==> config.mk <==
export PLATFORM = sky130hd
export DESIGN_NAME = rca_arbiter
export DESIGN_NICKNAME = d
export VERILOG_FILES = /design/src/rtl/rca_arbiter.sv
export SDC_FILE = /design/constraint.sdc
export NUM_CORES = 1
export LEC_CHECK = 0
export ABC_CLOCK_PERIOD_IN_PS = 2250
export CAP_MARGIN = 40
export CORE_MARGIN = 4
export CORE_UTILIZATION = 30
export CTS_BUF_LIST = sky130_fd_sc_hd__clkbuf_4 sky130_fd_sc_hd__clkbuf_8 sky130_fd_sc_hd__clkbuf_16
export DETAILED_ROUTE_END_ITERATION = 16
export PLACE_DENSITY = 0.85
export SYNTH_ARGS = -nofsm -noshare
export SYNTH_HDL_FRONTEND = slang
export SYNTH_SLANG_ARGS = --single-unit
==> constraint.sdc <==
create_clock -name i_clk -period 2.25 [get_ports i_clk]
set_clock_uncertainty 0.15 [all_clocks]
set_input_delay 0.45 -clock i_clk [delete_from_list [all_inputs] [get_ports i_clk]]
set_output_delay 0.45 -clock i_clk [all_outputs]
set_load 0.02 [all_outputs]
==> src/rtl/rca_arbiter.sv <==
// rca_arbiter: two-requester arbiter in front of a shared external ripple-carry
// adder, with multi-word bursts chained through a carry register.
//
// Ports
//   i_clk, i_rst_n                  clock, asynchronous active-low reset
//   i_reqX_valid / o_reqX_ready     requester X handshake (ready is combinational)
//   i_reqX_a, i_reqX_b              requester X operands (N bits)
//   i_reqX_cin                      carry-in, used on the first word of a burst
//   i_reqX_last                     final word of a burst
//   o_add_a, o_add_b, o_add_cin     operands driven to the adder (combinational)
//   i_add_sum, i_add_cout           adder result
//   o_rsp_valid/id/sum/cout/last    registered result, one cycle after transfer
//   o_err                           one-cycle pulse when a stalled burst is aborted
//
// Build option: define RCA_ARB_TIMEOUT_EN to abort a lock after 16 consecutive
// cycles in which the locked requester presents no word. Without it the lock is
// held indefinitely and o_err stays 0.
module rca_arbiter #(
    parameter int unsigned N = 19
) (
    input  logic         i_clk,
    input  logic         i_rst_n,
    input  logic         i_req0_valid,
    input  logic         i_req1_valid,
    output logic         o_req0_ready,
    output logic         o_req1_ready,
    input  logic [N-1:0] i_req0_a,
    input  logic [N-1:0] i_req0_b,
    input  logic [N-1:0] i_req1_a,
    input  logic [N-1:0] i_req1_b,
    input  logic         i_req0_cin,
    input  logic         i_req1_cin,
    input  logic         i_req0_last,
    input  logic         i_req1_last,
    output logic [N-1:0] o_add_a,
    output logic [N-1:0] o_add_b,
    output logic         o_add_cin,
    input  logic [N-1:0] i_add_sum,
    input  logic         i_add_cout,
    output logic         o_rsp_valid,
    output logic         o_rsp_id,
    output logic [N-1:0] o_rsp_sum,
    output logic         o_rsp_cout,
    output logic         o_rsp_last,
    output logic         o_err
);

    typedef enum logic [1:0] {
        IDLE  = 2'd0,
        LOCK0 = 2'd1,
        LOCK1 = 2'd2
    } state_t;

    state_t       r_state;
    state_t       w_state_nxt;
    logic         r_ptr;
    logic         w_ptr_nxt;
    logic         r_creg;
    logic         w_sel_en;
    logic         w_sel;
    logic         w_sel_valid;
    logic         w_sel_last;
    logic         w_xfer;
    logic         w_abort;

    logic         r_rsp_valid;
    logic         r_rsp_id;
    logic [N-1:0] r_rsp_sum;
    logic         r_rsp_cout;
    logic         r_rsp_last;
    logic         r_err;

    // Grant selection: in IDLE the valid requester (PTR breaks ties), in LOCKx the owner.
    always_comb begin
        w_sel_en = 1'b0;
        w_sel    = 1'b0;
        case (r_state)
            IDLE: begin
                if (i_req0_valid && i_req1_valid) begin
                    w_sel_en = 1'b1;
                    w_sel    = r_ptr;
                end else if (i_req0_valid) begin
                    w_sel_en = 1'b1;
                    w_sel    = 1'b0;
                end else if (i_req1_valid) begin
                    w_sel_en = 1'b1;
                    w_sel    = 1'b1;
                end
            end
            LOCK0: begin
                w_sel_en = 1'b1;
                w_sel    = 1'b0;
            end
            LOCK1: begin
                w_sel_en = 1'b1;
                w_sel    = 1'b1;
            end
            default: begin
                w_sel_en = 1'b0;
                w_sel    = 1'b0;
            end
        endcase
    end

    assign w_sel_valid  = w_sel ? i_req1_valid : i_req0_valid;
    assign w_sel_last   = w_sel ? i_req1_last  : i_req0_last;
    assign w_xfer       = w_sel_en && w_sel_valid;
    assign o_req0_ready = w_sel_en && !w_sel;
    assign o_req1_ready = w_sel_en && w_sel;

    // Adder operand mux; the burst's first word takes the requester's carry-in,
    // later words chain the carry register.
    always_comb begin
        o_add_a   = '0;
        o_add_b   = '0;
        o_add_cin = 1'b0;
        if (w_sel_en) begin
            o_add_a   = w_sel ? i_req1_a : i_req0_a;
            o_add_b   = w_sel ? i_req1_b : i_req0_b;
            o_add_cin = (r_state == IDLE) ? (w_sel ? i_req1_cin : i_req0_cin) : r_creg;
        end
    end

`ifdef RCA_ARB_TIMEOUT_EN
    localparam int unsigned TO_W = 4;
    logic [TO_W-1:0] r_to_cnt;

    // Abort on the 16th consecutive locked cycle without a word.
    assign w_abort = (r_state != IDLE) && !w_sel_valid && (r_to_cnt == {TO_W{1'b1}});

    always_ff @(posedge i_clk or negedge i_rst_n) begin
        if (!i_rst_n) begin
            r_to_cnt <= '0;
        end else if (w_xfer || w_abort) begin
            r_to_cnt <= '0;
        end else if ((r_state != IDLE) && !w_sel_valid) begin
            r_to_cnt <= r_to_cnt + TO_W'(1);
        end
    end
`else
    assign w_abort = 1'b0;
`endif

    // Next state and priority pointer.
    always_comb begin
        w_state_nxt = r_state;
        w_ptr_nxt   = r_ptr;
        if (w_xfer) begin
            if (w_sel_last) begin
                w_state_nxt = IDLE;
                w_ptr_nxt   = !w_sel;
            end else begin
                w_state_nxt = w_sel ? LOCK1 : LOCK0;
            end
        end else if (w_abort) begin
            w_state_nxt = IDLE;
            w_ptr_nxt   = !w_sel;
        end
    end

    // State register.
    always_ff @(posedge i_clk or negedge i_rst_n) begin
        if (!i_rst_n) begin
            r_state <= IDLE;
        end else begin
            r_state <= w_state_nxt;
        end
    end

    // Pointer, carry chain and registered response.
    always_ff @(posedge i_clk or negedge i_rst_n) begin
        if (!i_rst_n) begin
            r_ptr       <= 1'b0;
            r_creg      <= 1'b0;
            r_rsp_valid <= 1'b0;
            r_rsp_id    <= 1'b0;
            r_rsp_sum   <= '0;
            r_rsp_cout  <= 1'b0;
            r_rsp_last  <= 1'b0;
            r_err       <= 1'b0;
        end else begin
            r_ptr       <= w_ptr_nxt;
            r_rsp_valid <= w_xfer;
            r_err       <= w_abort;
            if (w_xfer) begin
                r_creg     <= i_add_cout;
                r_rsp_id   <= w_sel;
                r_rsp_sum  <= i_add_sum;
                r_rsp_cout <= i_add_cout;
                r_rsp_last <= w_sel_last;
            end else if (w_abort) begin
                r_creg <= 1'b0;
            end
        end
    end

    assign o_rsp_valid = r_rsp_valid;
    assign o_rsp_id    = r_rsp_id;
    assign o_rsp_sum   = r_rsp_sum;
    assign o_rsp_cout  = r_rsp_cout;
    assign o_rsp_last  = r_rsp_last;
    assign o_err       = r_err;

endmodule

Yosys cells after proc, flatten, opt, wreduce, memory -nomap -nowiden
Index checks and enable logic that the tools add are counted.
{"block": "op_classes", "n_eq_ne": 2, "muxes": 18, "reduce_logical": 8}
{"operator": "$mux W19", "count": 4}
{"operator": "$mux W1", "count": 10}
{"operator": "$logic_and A1 B1 Y1", "count": 4}
{"operator": "$mux W2", "count": 2}
{"operator": "$pmux W1 S2", "count": 2}
{"operator": "$eq A2 B1 Y1 const B", "count": 1}
{"operator": "$eq A2 B2 Y1 const B", "count": 1}
{"operator": "$logic_not A2 Y1", "count": 1}
{"operator": "$reduce_and A2 Y1", "count": 1}
{"operator": "$reduce_or A2 Y1", "count": 1}
{"operator": "$logic_not A1 Y1", "count": 1}
{"block": "word_totals", "reg_bits": 26, "inputBits": 104, "output_inout_bits": 65, "elab_cells": 35}

Longest topological paths before layout
Gate-level depths: netlist (run 1).
{"block": "logic_depth", "ltp_word": 7, "ltp_mapped": 8, "ltp_nobuf": 7}

Worst setup path after synthesis (run 1)
OpenSTA, ideal clock, no wires.
{"block": "synth_timing", "kind": "register -> output", "start": "register r_state[0]", "end": "output port o_add_cin", "t_arrival_ns": 1.727, "t_required_ns": 1.650, "setup_slack_ns": -0.077, "path_stages_with_launch": 8, "cell_sequence": "dfrtp_1 > inv_1 > ha_1 > clkbuf_2 > a31o_1 > buf_6 > nand2_1 > a311oi_1"}
{"block": "synth_via", "elab_chain_cells": 5, "word_cells_on_any_way": 9}
{"element": "start, declared", "line_no": "54", "text": "state_t r_state;"}
{"element": "start signal, assigned", "line_no": "166", "text": "r_state <= w_state_nxt;"}
{"element": "$eq A2 B2 Y1 / $logic_not A2 Y1 (equally long branches)", "line_no": "77, 120"}
{"element": "$pmux W1 S2", "line_no": "77", "text": "case (r_state)"}
{"element": "$mux W1 (2 in a row)", "line_no": "120", "text": "o_add_cin = (r_state == IDLE) ? (w_sel ? i_req1_cin : i_req0_cin) : r_creg;"}
{"element": "$mux W1 *", "line_no": "117", "text": "if (w_sel_en) begin"}
{"element": "end, declared", "line_no": "37", "text": "output logic o_add_cin,"}
Every way passes the cells marked *; elsewhere a longest branch is shown, timed or not.

Worst setup path in the final report (run 1)
{"block": "layout_timing", "start": "register r_state[1]", "end": "output port o_add_cin"}
Same word-level chain as after synthesis.

==> results of run 1 <==
Yosys cell counts (2+ instances only):
master    instances  area [um^2]
nand2_1         141          529
inv_1             3         11.3
o21ai_0           3         15.0
a21oi_1          39          195
nor2_1            4         15.0
o21a_1            2         15.0
ha_1              3         37.5
buf_6             2         22.5
a311oi_1          2         17.5
dfrtp_1          26          651
buf_2            15         75.1
timing repair:
action                                  4_1_cts  5_1_grt
buffers inserted                             10        4
gates cloned                                  1        1
endpoints found under the setup margin       41       41
gates resized for setup                     226       28
pin swaps                                     3        7
final cells by class:
type	instances	area, um^2
repair buffers	209	2020
fillers	459	1640
multi-input cells	205	1080
flip-flops and latches	26	651
well taps	72	90.1
clock buffers	3	41.3
inverters	4	15.0
flip-flops by register name (all words and copies together), names as in the netlist:
signal and flops:
o_rsp_sum 19, o_rsp_last 1, r_ptr 1, o_rsp_valid 1
o_rsp_id 1, o_rsp_cout 1, r_state 2
cell families (layout without fill, tap and decap cells):
| kind of cell | Yosys count | count (layout) | share of synthesized area, % |
|---|---|---|---|
| buffers and inverters | 23 | 216 | 7.29 |
| adder cells (fa/ha/maj) | 3 | 3 | 2.19 |
| other | 1 | 1 | 0.218 |
| AND/OR/NAND/NOR | 147 | 147 | 32.4 |
| multiplexers | 1 | 1 | 0.583 |
| AO/OA/AOI/OAI | 53 | 53 | 19.4 |
| flip-flops | 26 | 26 | 37.9 |
placed cells by master (no fill, tap or decap), types with 2 or more instances in the layout:
cell	synthesis	routed
nand2_1	141	136
clkdlybuf4s50_1	0	124
buf_4	1	58
dfrtp_1	26	26
a21oi_1	39	25
buf_6	2	20
a21oi_2	0	12
nand2_2	0	4
inv_2	1	3
o21ai_0	3	3
clkbuf_8	0	3
buf_12	0	3
o21a_1	2	2
a21oi_4	0	2
nor2_1	4	2
dlygate4sd2_1	0	2
power by group:
group / internal, mW / switching (mW) / leakage [nW]
logic: 2.58 / 2.87 / 1.47
registers: 0.704 / 0.132 / 0.318
clock network: 0.120 / 0.132 / 0.0216
total: 3.40 / 3.14 / 1.81
worst max-delay path, delay by kind of cell (launching register included):
kind | cells | cell delay, ns
fa+ha+maj | 1 | 0.19
simple gates | 1 | 0.06
buf+inv | 3 | 0.42
compound gates | 2 | 0.46
flops | 1 | 0.42
final timing paths:
kind                                                start                        end  slack, ns  depth (start not counted)
max in group asynchronous                         i_rst_n     r_state[1]$_DFFE_PN0P_       1.31                          2
worst min-delay path            o_rsp_sum[16]$_DFFE_PN0P_  o_rsp_sum[16]$_DFFE_PN0P_       0.33                          2
min in group asynchronous                         i_rst_n   o_rsp_sum[5]$_DFFE_PN0P_       0.39                          2
worst max register to register     r_state[0]$_DFFE_PN0P_   o_rsp_sum[2]$_DFFE_PN0P_       0.36                          9
worst max-delay path               r_state[1]$_DFFE_PN0P_                  o_add_cin      -0.15                          7
worst min register to register  o_rsp_sum[16]$_DFFE_PN0P_  o_rsp_sum[16]$_DFFE_PN0P_       0.33                          2
layer usage:
layer	global-route usage (%)	vias to the layer above	share of wire, %
li1	-	1195	-
met1	22.4	1133	39
met2	39.0	114	52
met3	4.84	18	6.9
met4	5.70	0	2.5
met5	0	-	0
==> results.toml, run 1 <==
[clocking]
hold_buffers = 0
htreeDepth = 1
cts_buffers = 3
cts-root-buf = "clkbuf_8"
clk-insertion-delay-late_ns = 0.26
cts.clk_slew.worst_paths_ns = 0.08
cts_buffer_depth = 2
cts_tree = "yes"
clock_sinks = 26

[finish]
nets = 556
area_growth_pct = 127
finalNonFillerCells = 519
drive_gt1_share_pct = 26.6
post-route-util_pct = 70.4
diodes = 0
final_area_um2 = 3900

[route]
first_pass_iters = 4
wire_per_inst_um = 15.0
drt_wl_total_um = 7810
vias = 2460
drc_errors = 0
drt-initial-drc-count = 61
drt-vias-per-instance = 4.74
ant_nets = 0

[synthesis]
synth_edf_count = 0
yosys_warnings = 0
syn_nets = 361
synth.avg_cell_area_um2 = 6.76
syn_inst = 254
synthFlopType = "dfrtp_1"
ys_ff_latch = 26
synth.cell_area_um2 = 1720
async_reset_ff_share_pct = 100
ys_types = 25
synth_seq_area_share_pct = 37.9

[die]
start_util_pct = 31.0
io_pins = 169
fp.dieH_um = 83.6
die-area_um2 = 7000
core_area_um2 = 5540
rows = 27
fp.dieW_um = 83.6

[placement]
place_area_um2 = 3650
dp_hpwl_um = 5840
place_ws_ns = -0.802
gp_congestion = 0.911
portBuffers = 167
placed_cells = 500

[sta]
rsz0062_at_grt = "true"
whs_ns = 0.328
finalSetupTns_ns = -3.54
fin_crit_sh_pct = 107
finalSetupViolCount = 40
hold_viol = 0
setup_slack_ns = -0.147
period_minus_slack_ns = 2.40
slew_violations = 0
clock.fmax_mhz = 417

[worst_setup_path]
endpoint_kind = "primary output"
crit_type = "reg -> out"
cpMaxStageDelayCell = "dfrtp_1"
critical_path_required_ns = 1.65
crit_fanout = 6
cp_slowest_stage_delay_ns = 0.42
cp-start-kind = "flip-flop"
critPathArrivalTime_ns = 1.80
cp_cell_sequence = "inv_2 -> ha_4 -> a31o_4 -> buf_8 -> nand2_2 -> a311oi_2 -> buf_4"

[outcome]
violations = "setup timing"
status = "finished with violations"

[global_routing]
grt_pass1_vias = 2492
grt_max_degree = 27
antenna_found_initial = 0
grt.total_usage_pct = 20.5
grt-ovfl-total = 0
grt_pass1_wl_um = 12000

[job]
cap_violations = 0

[pwr]
pwr_density_cell_nw_per_um2 = 1680
p_leak_nw = 1.81
ir_worst_vdd_uv = 988
power_mw = 6.54

[worst_hold_path]
hp-class = "reg -> reg"
Power figures use the tool's default switching activity.
==> inputs of run 2 (changes only) <==
--- a/config.mk
+++ b/config.mk
@@ -7,9 +7,11 @@
 export LEC_CHECK = 0
 export ABC_CLOCK_PERIOD_IN_PS = 2250
 export CAP_MARGIN = 40
+export CORE_ASPECT_RATIO = 1.4
 export CORE_MARGIN = 4
 export CORE_UTILIZATION = 30
 export CTS_BUF_LIST = sky130_fd_sc_hd__clkbuf_4 sky130_fd_sc_hd__clkbuf_8 sky130_fd_sc_hd__clkbuf_16
+export CTS_CLUSTER_DIAMETER = 120
 export DETAILED_ROUTE_END_ITERATION = 16
 export PLACE_DENSITY = 0.85
 export SYNTH_ARGS = -nofsm -noshare
==> run 2 against run 1 <==
Net effect:
- via count up 1.3%
- worst setup slack got worse by 0.051 ns
- the run still ends with setup timing left
- power is 9.6% higher
==> results.toml, run 2 (synthesis results as in run 1) <==
[die]
rows = 32
core_area_um2 = 5530
io_pins = 169
die-area_um2 = 7010
start_util_pct = 31.1
fp.dieW_um = 71.9
fp.dieH_um = 97.5

[pwr]
ir_worst_vdd_uv = 1020
p_switching_mw = 3.36
p_leak_nw = 1.87
pwr-share-comb_pct = 83.1
clockPowerShare_pct = 5.3
power_frac_seq_pct = 11.6
intPower_mw = 3.81
pwr_density_cell_nw_per_um2 = 1730
swShare_pct = 46.8

[placement]
placed_cells = 503
dp_hpwl_um = 5580
place_ws_ns = -0.793
gp_congestion = 0.758
portBuffers = 167
place_area_um2 = 3710

[finish]
mostFrequentLayoutCell = "nand2_1"
final_area_um2 = 4140
finalNonFillerCells = 514
area_growth_pct = 141
nets = 554
final_cell_mix = "nand2_1, clkdlybuf4s50_1, buf_4"
diodes = 0
largest_reg_flops = 19
drive_gt1_share_pct = 32.7
fill_cells = 396

[worst_setup_path]
crit_fanout = 11
critPathArrivalTime_ns = 1.85
endpoint_kind = "primary output"
crit_type = "reg -> out"
reg2reg_to = "o_rsp_sum[3]$_DFFE_PN0P_"
reg2reg_slack_ns = 0.33
reg2reg_depth = 9
critical_path_required_ns = 1.65
cp-start-kind = "flip-flop"
r2r_start = "r_state[1]$_DFFE_PN0P_"

[sta]
finalSetupViolCount = 41
period_minus_slack_ns = 2.45
whs_ns = 0.326
fin_crit_sh_pct = 109
setup_slack_ns = -0.198
hold_viol = 0
rsz0062_at_grt = "true"
clock.fmax_mhz = 408
slew_violations = 0
finalSetupTns_ns = -5.25

[clocking]
clk-insertion-delay-late_ns = 0.27
cts_buffers = 3
htreeDepth = 1
cts.clk_slew.worst_paths_ns = 0.09
clock_sinks = 26
cts_tree = "yes"
hold_buffers = 0
cts_buffer_depth = 2
cts-root-buf = "clkbuf_8"

[worst_hold_path]
min_to = "o_rsp_sum[15]$_DFFE_PN0P_"
hp-class = "reg -> reg"
min_from = "o_rsp_sum[15]$_DFFE_PN0P_"
hold_depth = 2

[global_routing]
grt-ovfl-total = 0
antenna_found_initial = 0
grt.total_usage_pct = 20.5
grt_pass1_vias = 2524
grt_max_degree = 27
grt_pass1_wl_um = 11800

[route]
wire_per_inst_um = 15.1
drt_wl_total_um = 7750
first_pass_iters = 4
drt-vias-per-instance = 4.85
drc_errors = 0
ant_nets = 0
drt-initial-drc-count = 49
vias = 2492

[outcome]
status = "finished with violations"
violations = "setup timing"

[job]
cap_violations = 0
## run 2: cell type report
class,instances,area [um^2],share of cell area (%)
Clock inverter,1,30.0,0.725
Tap cell,68,85.1,2.06
Timing Repair Buffer,207,2090,50.4
Clock buffer,3,41.3,0.997
Inverter,4,15.0,0.363
Sequential cell,26,651,15.7
Multi-Input combinational cell,205,1230,29.8
## run 2: stage by stage
step / util (%) / power (mW)
floorplan: - / 3.38
global placement: 67.1 / 5.80
detailed placement: 67.1 / 5.90
CTS: 71.5 / 6.79
global route: 74.9 / 7.59
finish: 74.9 / 7.17
## run 2: worst max-delay path by stage
stage,from,endpoint
global route,r_state[0]$_DFFE_PN0P_,o_add_a[6]
floorplan,r_state[0]$_DFFE_PN0P_,o_add_a[0]
CTS,r_state[0]$_DFFE_PN0P_,o_add_a[18]
global placement,i_req0_valid,o_add_b[3]
detailed placement,i_req0_valid,o_add_a[18]
finish,r_state[0]$_DFFE_PN0P_,o_add_a[6]
## run 2: routing by layer
layer | vias up | track usage, % | part of all wire [%]
met5 | - | 0 | 0
met4 | 0 | 5.50 | 1.9
met3 | 13 | 4.45 | 9.2
met2 | 132 | 39.4 | 54
met1 | 1152 | 21.5 | 34
li1 | 1195 | - | -
## run 2: critical path, cell delays in order, from the launching register on
cell	delay, ns
dfrtp_1	0.36
inv_2	0.07
ha_4	0.18
buf_6	0.11
a31oi_4	0.15
buf_6	0.17
buf_16	0.13
nand2_1	0.08
a21oi_2	0.15
buf_4	0.16
## run 2: power groups by stage
stage	clock [mW]	combinational, mW	sequential, mW
6_report	0.379	5.96	0.830
5_1_grt	0.410	6.33	0.856
4_1_cts	0.389	5.57	0.833
3_5_place_dp	0	5.07	0.833
3_3_place_gp	0	4.97	0.827
2_1_floorplan	0	2.30	1.08
## run 2: what timing repair did
item / in CTS / in global routing
resized for setup: 260 / 47
setup endpoints to repair: 41 / 41
pin swaps: 12 / 17
cloned: 1 / 0
buffers inserted: 6 / 0
